**config.mk**
```make
export PLATFORM = sky130hd
export DESIGN_NAME = axi_mem_req_master
export DESIGN_NICKNAME = d
export VERILOG_FILES = /design/src/rtl/axi_mem_req_master.sv
export SDC_FILE = /design/constraint.sdc
export NUM_CORES = 1
export LEC_CHECK = 0
export CAP_MARGIN = 20
export CORE_UTILIZATION = 35
export DETAILED_ROUTE_END_ITERATION = 8
export PLACE_DENSITY = 0.77
export SLEW_MARGIN = 0
export SYNTH_ARGS = -nofsm -noshare
export SYNTH_HDL_FRONTEND = slang
export SYNTH_SLANG_ARGS = --single-unit
```
**constraint.sdc**
```tcl
create_clock -name clk_i -period 1.56 [get_ports clk_i]
set_clock_uncertainty 0.1 [all_clocks]
set_input_delay 0.156 -clock clk_i [delete_from_list [all_inputs] [get_ports clk_i]]
set_output_delay 0.156 -clock clk_i [all_outputs]
set_load 0.03 [all_outputs]
```
**src/rtl/axi_mem_req_master.sv**
```systemverilog
// Core req/gnt/rvalid port to a single-beat AXI4 master, one transaction in flight.
// Optional macro AXI_MASTER_ERR_EN: report SLVERR/DECERR from B/R on data_err_o.
module axi_mem_req_master #(
  parameter int unsigned AXI_ADDR_WIDTH = 32,
  parameter int unsigned AXI_DATA_WIDTH = 32,
  parameter int unsigned AXI_ID_WIDTH   = 2,
  parameter int unsigned AXI_ID_VALUE   = 0
) (
  input  logic                        clk_i,
  input  logic                        rst_n,
  input  logic                        data_req_i,
  output logic                        data_gnt_o,
  output logic                        data_rvalid_o,
  input  logic [AXI_ADDR_WIDTH-1:0]   data_addr_i,
  input  logic                        data_we_i,
  input  logic [AXI_DATA_WIDTH/8-1:0] data_be_i,
  input  logic [AXI_DATA_WIDTH-1:0]   data_wdata_i,
  output logic [AXI_DATA_WIDTH-1:0]   data_rdata_o,
  output logic                        data_err_o,
  output logic                        aw_valid_o,
  input  logic                        aw_ready_i,
  output logic [AXI_ADDR_WIDTH-1:0]   aw_addr_o,
  output logic [AXI_ID_WIDTH-1:0]     aw_id_o,
  output logic                        w_valid_o,
  input  logic                        w_ready_i,
  output logic [AXI_DATA_WIDTH-1:0]   w_data_o,
  output logic [AXI_DATA_WIDTH/8-1:0] w_strb_o,
  output logic                        w_last_o,
  input  logic                        b_valid_i,
  output logic                        b_ready_o,
  input  logic [1:0]                  b_resp_i,
  output logic                        ar_valid_o,
  input  logic                        ar_ready_i,
  output logic [AXI_ADDR_WIDTH-1:0]   ar_addr_o,
  output logic [AXI_ID_WIDTH-1:0]     ar_id_o,
  input  logic                        r_valid_i,
  output logic                        r_ready_o,
  input  logic [AXI_DATA_WIDTH-1:0]   r_data_i,
  input  logic [1:0]                  r_resp_i,
  input  logic                        r_last_i
);

  // state        | meaning
  // IDLE         | waiting for a core request; gnt follows req
  // WR_ADDR_DATA | AW and W offered independently until both have handshaken
  // WR_RESP      | b_ready high until B, then holds through the rvalid pulse
  // RD_ADDR      | AR offered until ar_ready
  // RD_DATA      | r_ready high until R, then holds through the rvalid pulse
  typedef enum logic [2:0] {
    IDLE,
    WR_ADDR_DATA,
    WR_RESP,
    RD_ADDR,
    RD_DATA
  } state_t;

  state_t                      state;
  logic [AXI_ADDR_WIDTH-1:0]   addr_q;
  logic [AXI_DATA_WIDTH-1:0]   wdata_q;
  logic [AXI_DATA_WIDTH/8-1:0] be_q;

  assign data_gnt_o = data_req_i && (state == IDLE);
  assign aw_addr_o  = addr_q;
  assign ar_addr_o  = addr_q;
  assign w_data_o   = wdata_q;
  assign w_strb_o   = be_q;
  assign w_last_o   = 1'b1;
  assign aw_id_o    = AXI_ID_WIDTH'(AXI_ID_VALUE);
  assign ar_id_o    = AXI_ID_WIDTH'(AXI_ID_VALUE);

`ifdef AXI_MASTER_ERR_EN
  logic err_q;
  logic unused_in;
  assign data_err_o = err_q;
  assign unused_in  = ^{b_resp_i[0], r_resp_i[0], r_last_i};
`else
  logic unused_in;
  assign data_err_o = 1'b0;
  assign unused_in  = ^{b_resp_i, r_resp_i, r_last_i};
`endif

  always_ff @(posedge clk_i or negedge rst_n) begin
    if (!rst_n) begin
      state         <= IDLE;
      addr_q        <= '0;
      wdata_q       <= '0;
      be_q          <= '0;
      aw_valid_o    <= 1'b0;
      w_valid_o     <= 1'b0;
      b_ready_o     <= 1'b0;
      ar_valid_o    <= 1'b0;
      r_ready_o     <= 1'b0;
      data_rvalid_o <= 1'b0;
      data_rdata_o  <= '0;
`ifdef AXI_MASTER_ERR_EN
      err_q         <= 1'b0;
`endif
    end else begin
      case (state)
        IDLE: begin
          if (data_gnt_o) begin
            addr_q  <= data_addr_i;
            wdata_q <= data_wdata_i;
            be_q    <= data_be_i;
            if (data_we_i) begin
              aw_valid_o <= 1'b1;
              w_valid_o  <= 1'b1;
              state      <= WR_ADDR_DATA;
            end else begin
              ar_valid_o <= 1'b1;
              state      <= RD_ADDR;
            end
          end
        end
        WR_ADDR_DATA: begin
          if (aw_valid_o && aw_ready_i) aw_valid_o <= 1'b0;
          if (w_valid_o && w_ready_i) w_valid_o <= 1'b0;
          // both channels are done once each is either already cleared or handshaking now
          if ((!aw_valid_o || aw_ready_i) && (!w_valid_o || w_ready_i)) begin
            b_ready_o <= 1'b1;
            state     <= WR_RESP;
          end
        end
        WR_RESP: begin
          if (data_rvalid_o) begin
            data_rvalid_o <= 1'b0;
            state         <= IDLE;
          end else if (b_valid_i && b_ready_o) begin
            b_ready_o     <= 1'b0;
            data_rvalid_o <= 1'b1;
`ifdef AXI_MASTER_ERR_EN
            err_q         <= b_resp_i[1];
`endif
          end
        end
        RD_ADDR: begin
          if (ar_ready_i) begin
            ar_valid_o <= 1'b0;
            r_ready_o  <= 1'b1;
            state      <= RD_DATA;
          end
        end
        RD_DATA: begin
          if (data_rvalid_o) begin
            data_rvalid_o <= 1'b0;
            state         <= IDLE;
          end else if (r_valid_i && r_ready_o) begin
            r_ready_o     <= 1'b0;
            data_rvalid_o <= 1'b1;
            data_rdata_o  <= r_data_i;
`ifdef AXI_MASTER_ERR_EN
            err_q         <= r_resp_i[1];
`endif
          end
        end
        default: state <= IDLE;
      endcase
    end
  end

endmodule
```
==> run_results.csv, run 1 <==
group,metric,value,unit
routing,vias_per_cell,4.54,
sta,setup_viol,96,
setup_path,start_kind,"register",
global_route,grt_pass1_vias,3434,
power_and_ir_drop,p_seq_share,29.6,%
power_and_ir_drop,leakage,0.00351,µW
clock_tree,cts_tree,"built",
setup_path,cp.buffers_inverters,1,
setup_path,critPathRequiredTime,1690,ps
routing,first_pass_iters,4,
power_and_ir_drop,internal-power,9590,µW
place,gp_congestion,0.728,
floorplan,dieArea,13600,µm²
clock_tree,cts.htree.levels,3,
floorplan,placementRows,41,
power_and_ir_drop,peakVddDrop,0.992,mV
yosys,async_flop_share,100,%
layout,areaGrowthSynthToFinish,62.7,%
yosys,synth_ff_type,"dfrtp_1",
yosys,synth_area,4610,µm²
outcome,failed_checks,"setup timing",
clock_tree,clockBufferDepth,2,
layout,ff_latch_area,2730,µm²
layout,multi_input_area,1510,µm²
sta,tns,-11630,ps
routing,wl_per_cell,17.2,µm
yosys,yosysUniqueCellTypes,35,
global_route,grt_overflow_total,0,
place,io_buffers,247,
global_route,antenna_found_initial,0,
global_route,grt_pass1_wl,18400,µm
run,max-cap-violations,0,
yosys,synth_top_area_share,59.2,%
routing,drt_wl_total,12300,µm
power_and_ir_drop,cellPowerDensity,2250,nW/µm²
yosys,syn_area_per_cell,15.6,µm²
layout,nets,649,
setup_path,slowest_stage,"dfrtp_1",
setup_path,cp.depth,4,
setup_path,crit_chain,"nor4b_4, and3_4, buf_12, mux2_4",
floorplan,pin_count,259,
power_and_ir_drop,fin_total_pwr,16900,µW
hold_path,hold_class,"in -> async",
floorplan,die_x,117,µm
routing,antenna_left,0,
yosys,synthCells,296,
sta,holdWs,148,ps
yosys,yosysSeqAreaShare,59.2,%
power_and_ir_drop,switching_share,43.2,%
layout,final_common_cell,"dlygate4sd2_1",
sta,rsz0062_at_grt,"true",
layout,instances_no_fill,712,
setup_path,slowest_delay,410,ps
routing,vias,3233,
layout,fill_cells,1097,
yosys,synth_largest_area_cell,"dfrtp_1",
routing,route.detailed.drc,0,
layout,final_core_util,58.9,%
yosys,yosysWarnings,0,
yosys,yosys-top-cells-area,"dfrtp_1, mux2_2, mux2_4",
floorplan,die_y,117,µm
clock_tree,clkTransAtPathRegs,70,ps
sta,slew_violations,0,
floorplan,initial_core_util,36.2,%
layout,final_cell_mix,"dlygate4sd2_1, dfrtp_1, clkdlybuf4s50_1, mux2_2, mux2_4",
yosys,synth-seq-cells,109,
sta,fmax,572,MHz
clock_tree,cts_root_buf,"clkbuf_16",
power_and_ir_drop,power_frac_comb,55.6,%
layout,drive_gt1_share,26.3,%
setup_path,worst-r2r-cell-count,4,
clock_tree,cts_sinks,109,
global_route,grt_max_degree,47,
sta,min_period,1750,ps
yosys,synth_edf_count,0,
global_route,grt_util_all_layers,18.3,%
setup_path,cpLargestDelayFamily,"simple AND/OR/NAND/NOR gates",
clock_tree,clock_latency,340,ps
setup_path,cp.arrival,1880,ps
routing,drt_iter0_markers,82,
place,dp.cells,685,
floorplan,coreArea,12700,µm²
setup_path,crit_path_end_kind,"register",
setup_path,cp_max_fo,12,
clock_tree,cts_buffers,9,
place,dp_hpwl,8780,µm
sta,finalCritPeriodShare,112,%
power_and_ir_drop,switching_power,7300,µW
outcome,outcome,"finished with violations",
sta,hold_violations,0,
power_and_ir_drop,clock_power_share,14.8,%
sta,worst_slack,-189,ps
layout,n_antenna_cell,0,
setup_path,path_class,"reg -> reg",
## power by group through the flow
stage	clock network (µW)	registers [µW]	logic (µW)
after CTS	2560	5020	9370
after global routing	2680	5200	9900
after detailed placement	0	5130	10200
final	2500	5010	9390
after floorplan	0	7630	3710
after global placement	0	5040	10000
## routing by layer
layer  wire, µm  part of all wire (%)  GRT usage (%)
met5          0                     0              0
met4        370                   3.0           9.70
met3        751                   6.1           4.31
met2       6580                    54           32.9
met1       4570                    37           20.0
## logic make-up (layout without fill, tap and decap cells)
| family | count (synthesis) | count (layout) | share of synthesized area [%] |
|---|---|---|---|
| AO/OA/AOI/OAI | 14 | 14 | 2.17 |
| XOR/XNOR | 1 | 1 | 0.190 |
| buffers and inverters | 53 | 293 | 9.10 |
| flip-flops | 109 | 109 | 59.2 |
| multiplexers | 101 | 101 | 26.9 |
| other | 2 | 6 | 0.163 |
| AND/OR/NAND/NOR | 16 | 16 | 2.23 |
## flip-flops by register name (all words and copies together) (netlist names)
| name | count |
|---|---|
| ar_addr_o | 32 |
| data_rdata_o | 32 |
| w_data_o | 32 |
| w_strb_o | 4 |
| state | 3 |
| ar_valid_o | 1 |
| aw_valid_o | 1 |
| b_ready_o | 1 |
| data_rvalid_o | 1 |
| r_ready_o | 1 |
| w_valid_o | 1 |
## cells in the mapped netlist, types with 3 or more instances
library cell,instances
dfrtp_1,109
mux2_2,63
buf_4,38
mux2_4,28
mux2_1,9
buf_2,5
nand2b_1,4
a21oi_1,3
buf_12,3
buf_6,3
nor2b_1,3
## per-stage QoR
stage | setup WS, ps | instance area (µm²)
6_report | -189 | 7490
5_1_grt | -246 | 7490
4_1_cts | -201 | 7420
3_5_place_dp | -359 | 7070
3_3_place_gp | -325 | 7070
2_1_floorplan | -133 | 4620
## timing repair
| action | CTS | global route |
|---|---|---|
| setup buffers | 4 | 2 |
| cloned | 3 | 2 |
| hold buffers | 1 | 0 |
| hold endpoints to repair | 109 | 0 |
| pin swaps | 2 | 1 |
| endpoints found under the setup margin | 239 | 101 |
| resized for setup | 155 | 8 |
## final cells by class
class	count	share of cell area (%)
inverters	3	0.217
multi-input cells	138	20.2
clock inverters	4	0.935
clock buffers	12	3.42
repair buffers	274	35.9
flip-flops and latches	109	36.4
well taps	172	2.87
## final timing paths
path	startpoint	to	slack [ps]
setup / recovery	state[1]	data_rdata_o[27]	-190
hold / removal	rst_n	data_rdata_o[14]	150
setup reg to reg	state[1]	data_rdata_o[27]	-190
hold reg to reg	ar_addr_o[6]	ar_addr_o[6]	400
max in group asynchronous	rst_n	ar_addr_o[14]	670
min in group clk_i	data_addr_i[12]	ar_addr_o[12]	300
(Power assumes the default switching activity.)
==> run 2: changes to the inputs <==
- CORE_MARGIN: not set -> 4
==> run_results.csv, run 2 (synthesized netlist as in run 1, its figures left out) <==
group,metric,value,unit
outcome,outcome,"finished with violations",
outcome,failed_checks,"setup timing",
sta,rsz0062_at_grt,"true",
routing,antenna_left,0,
layout,fill_cells,1041,
setup_path,crit_path_end_kind,"register",
sta,slew_violations,0,
global_route,grt_max_degree,110,
power_and_ir_drop,switching_power,7300,µW
routing,drt_iter0_markers,94,
global_route,grt_pass1_vias,3574,
sta,min_period,1720,ps
routing,first_pass_iters,4,
place,placed_area,7060,µm²
routing,wl_per_cell,17.3,µm
sta,worst_slack,-162,ps
routing,vias,3213,
sta,worst_pin_slew,593,ps
clock_tree,clock_latency,330,ps
floorplan,die_y,123,µm
floorplan,dieArea,15100,µm²
clock_tree,cts_root_buf,"clkbuf_16",
hold_path,hold_class,"in -> async",
sta,fmax,581,MHz
routing,vias_per_cell,4.47,
clock_tree,clkTransAtPathRegs,70,ps
layout,n_antenna_cell,0,
layout,nets,655,
setup_path,cp_max_fo,13,
layout,areaGrowthSynthToFinish,62.5,%
global_route,grt_util_all_layers,16.3,%
layout,final_cell_mix,"dlygate4sd2_1, dfrtp_1, clkdlybuf4s50_1, mux2_2, mux2_4",
power_and_ir_drop,p_seq_share,30.0,%
clock_tree,cts_buffers,9,
setup_path,cp.arrival,1840,ps
sta,holdWs,313,ps
floorplan,placementRows,41,
clock_tree,clockBufferDepth,2,
place,dp_hpwl,9130,µm
sta,setup_viol,93,
sta,finalCritPeriodShare,110,%
power_and_ir_drop,cellPowerDensity,2230,nW/µm²
sta,relSlewSlack,60.5,%
setup_path,start_kind,"register",
clock_tree,cts.htree.levels,3,
global_route,grt_overflow_total,0,
floorplan,initial_core_util,36.1,%
run,max-cap-violations,0,
setup_path,slowest_stage,"dfrtp_1",
layout,final_common_cell,"dlygate4sd2_1",
place,gp_congestion,0.750,
floorplan,coreArea,12800,µm²
power_and_ir_drop,peakVddDrop,0.873,mV
power_and_ir_drop,power_frac_comb,56.6,%
setup_path,slowest_delay,410,ps
power_and_ir_drop,clock_power_share,13.5,%
setup_path,critPathRequiredTime,1680,ps
clock_tree,cts_sinks,109,
setup_path,crit_chain,"nor4b_4, and3_4, buf_12, mux2_4",
setup_path,path_class,"reg -> reg",
place,dp_slack,-364,ps
power_and_ir_drop,leakage,0.00352,µW
global_route,grt_pass1_wl,18800,µm
layout,finalInstanceArea,7480,µm²
routing,drt_wl_total,12400,µm
routing,route.detailed.drc,0,
global_route,antenna_found_initial,0,
layout,drive_gt1_share,27.7,%
sta,hold_violations,0,
power_and_ir_drop,fin_total_pwr,16700,µW
clock_tree,cts_tree,"built",
layout,final_core_util,58.6,%
place,io_buffers,247,
floorplan,die_x,123,µm
power_and_ir_drop,switching_share,43.6,%
power_and_ir_drop,internal-power,9420,µW
floorplan,pin_count,259,
-- run 2: cell types whose count changed in the layout (fill, tap and decap cells not counted), moves of 2 or more --
cell       delta
buf_16        +2
clkinv_2      +2
buf_4         +8
clkbuf_16     -2
buf_12        -5
buf_8         +4
-- run 2: worst max-delay path: cells and delay by family (launching register included) --
| kind | cells | cell delay, ps |
|---|---|---|
| and+or+nand+nor | 2 | 600 |
| DFF | 1 | 410 |
| muxes | 1 | 320 |
| buffers and inverters | 1 | 180 |
-- run 2: final cells by class --
class                           count  area (µm²)  share of cell area [%]
Tap cell                          172         215                    2.88
Inverter                            3        23.8                   0.318
Multi-Input combinational cell    138        1520                    20.3
Clock inverter                      5        50.0                   0.669
Timing Repair Buffer              280        2700                    36.1
Clock buffer                       11         243                    3.24
Sequential cell                   109        2730                    36.5
-- run 2: routing by layer --
| layer | wire length [µm] | GRT usage (%) | vias to the layer above |
|---|---|---|---|
| met5 | 0 | 0 | - |
| met4 | 271 | 6.79 | 0 |
| met3 | 972 | 4.61 | 18 |
| met2 | 6860 | 30.7 | 134 |
| met1 | 4290 | 16.7 | 1586 |
| li1 | - | - | 1475 |
-- run 2: worst paths after layout --
path,startpoint,depth (start not counted),to,slack [ps]
worst max-delay path,state[1],4,data_rdata_o[29],-160
worst min-delay path,rst_n,3,data_rdata_o[8],310
worst max register to register,state[1],4,data_rdata_o[29],-160
worst min register to register,w_data_o[9],1,w_data_o[9],400
max in group asynchronous,rst_n,3,w_data_o[13],570
min in group clk_i,data_addr_i[12],2,ar_addr_o[12],320
-- run 2: timing repair --
action                                 in CTS  in global routing
pin swaps                                   2                  2
hold buffers                                1                  0
gates cloned                                4                  0
endpoints found under the hold margin     109                  0
resized for setup                         163                  8
setup endpoints to repair                 239                103
buffers inserted                            7                  6
-- run 2: metrics by stage --
step / std cells / setup TNS, ps
6_report: 718 / -9270
5_1_grt: 718 / -17700
4_1_cts: 713 / -9130
3_5_place_dp: 685 / -28660
3_3_place_gp: 685 / -27160
2_1_floorplan: 300 / -4810
-- run 2: power by group through the flow --
stage	registers (µW)	clock network [µW]	logic [µW]
6_report	5010	2250	9460
5_1_grt	5200	2460	9950
4_1_cts	5020	2330	9480
3_5_place_dp	5130	0	10200
3_3_place_gp	5050	0	10100
2_1_floorplan	7630	0	3710
==> run 3: changes to the inputs <==
- CTS_CLUSTER_DIAMETER: not set -> 100
==> results of run 3 <==
Same layout as run 2: the final DEF is identical, and so are final timing and power.
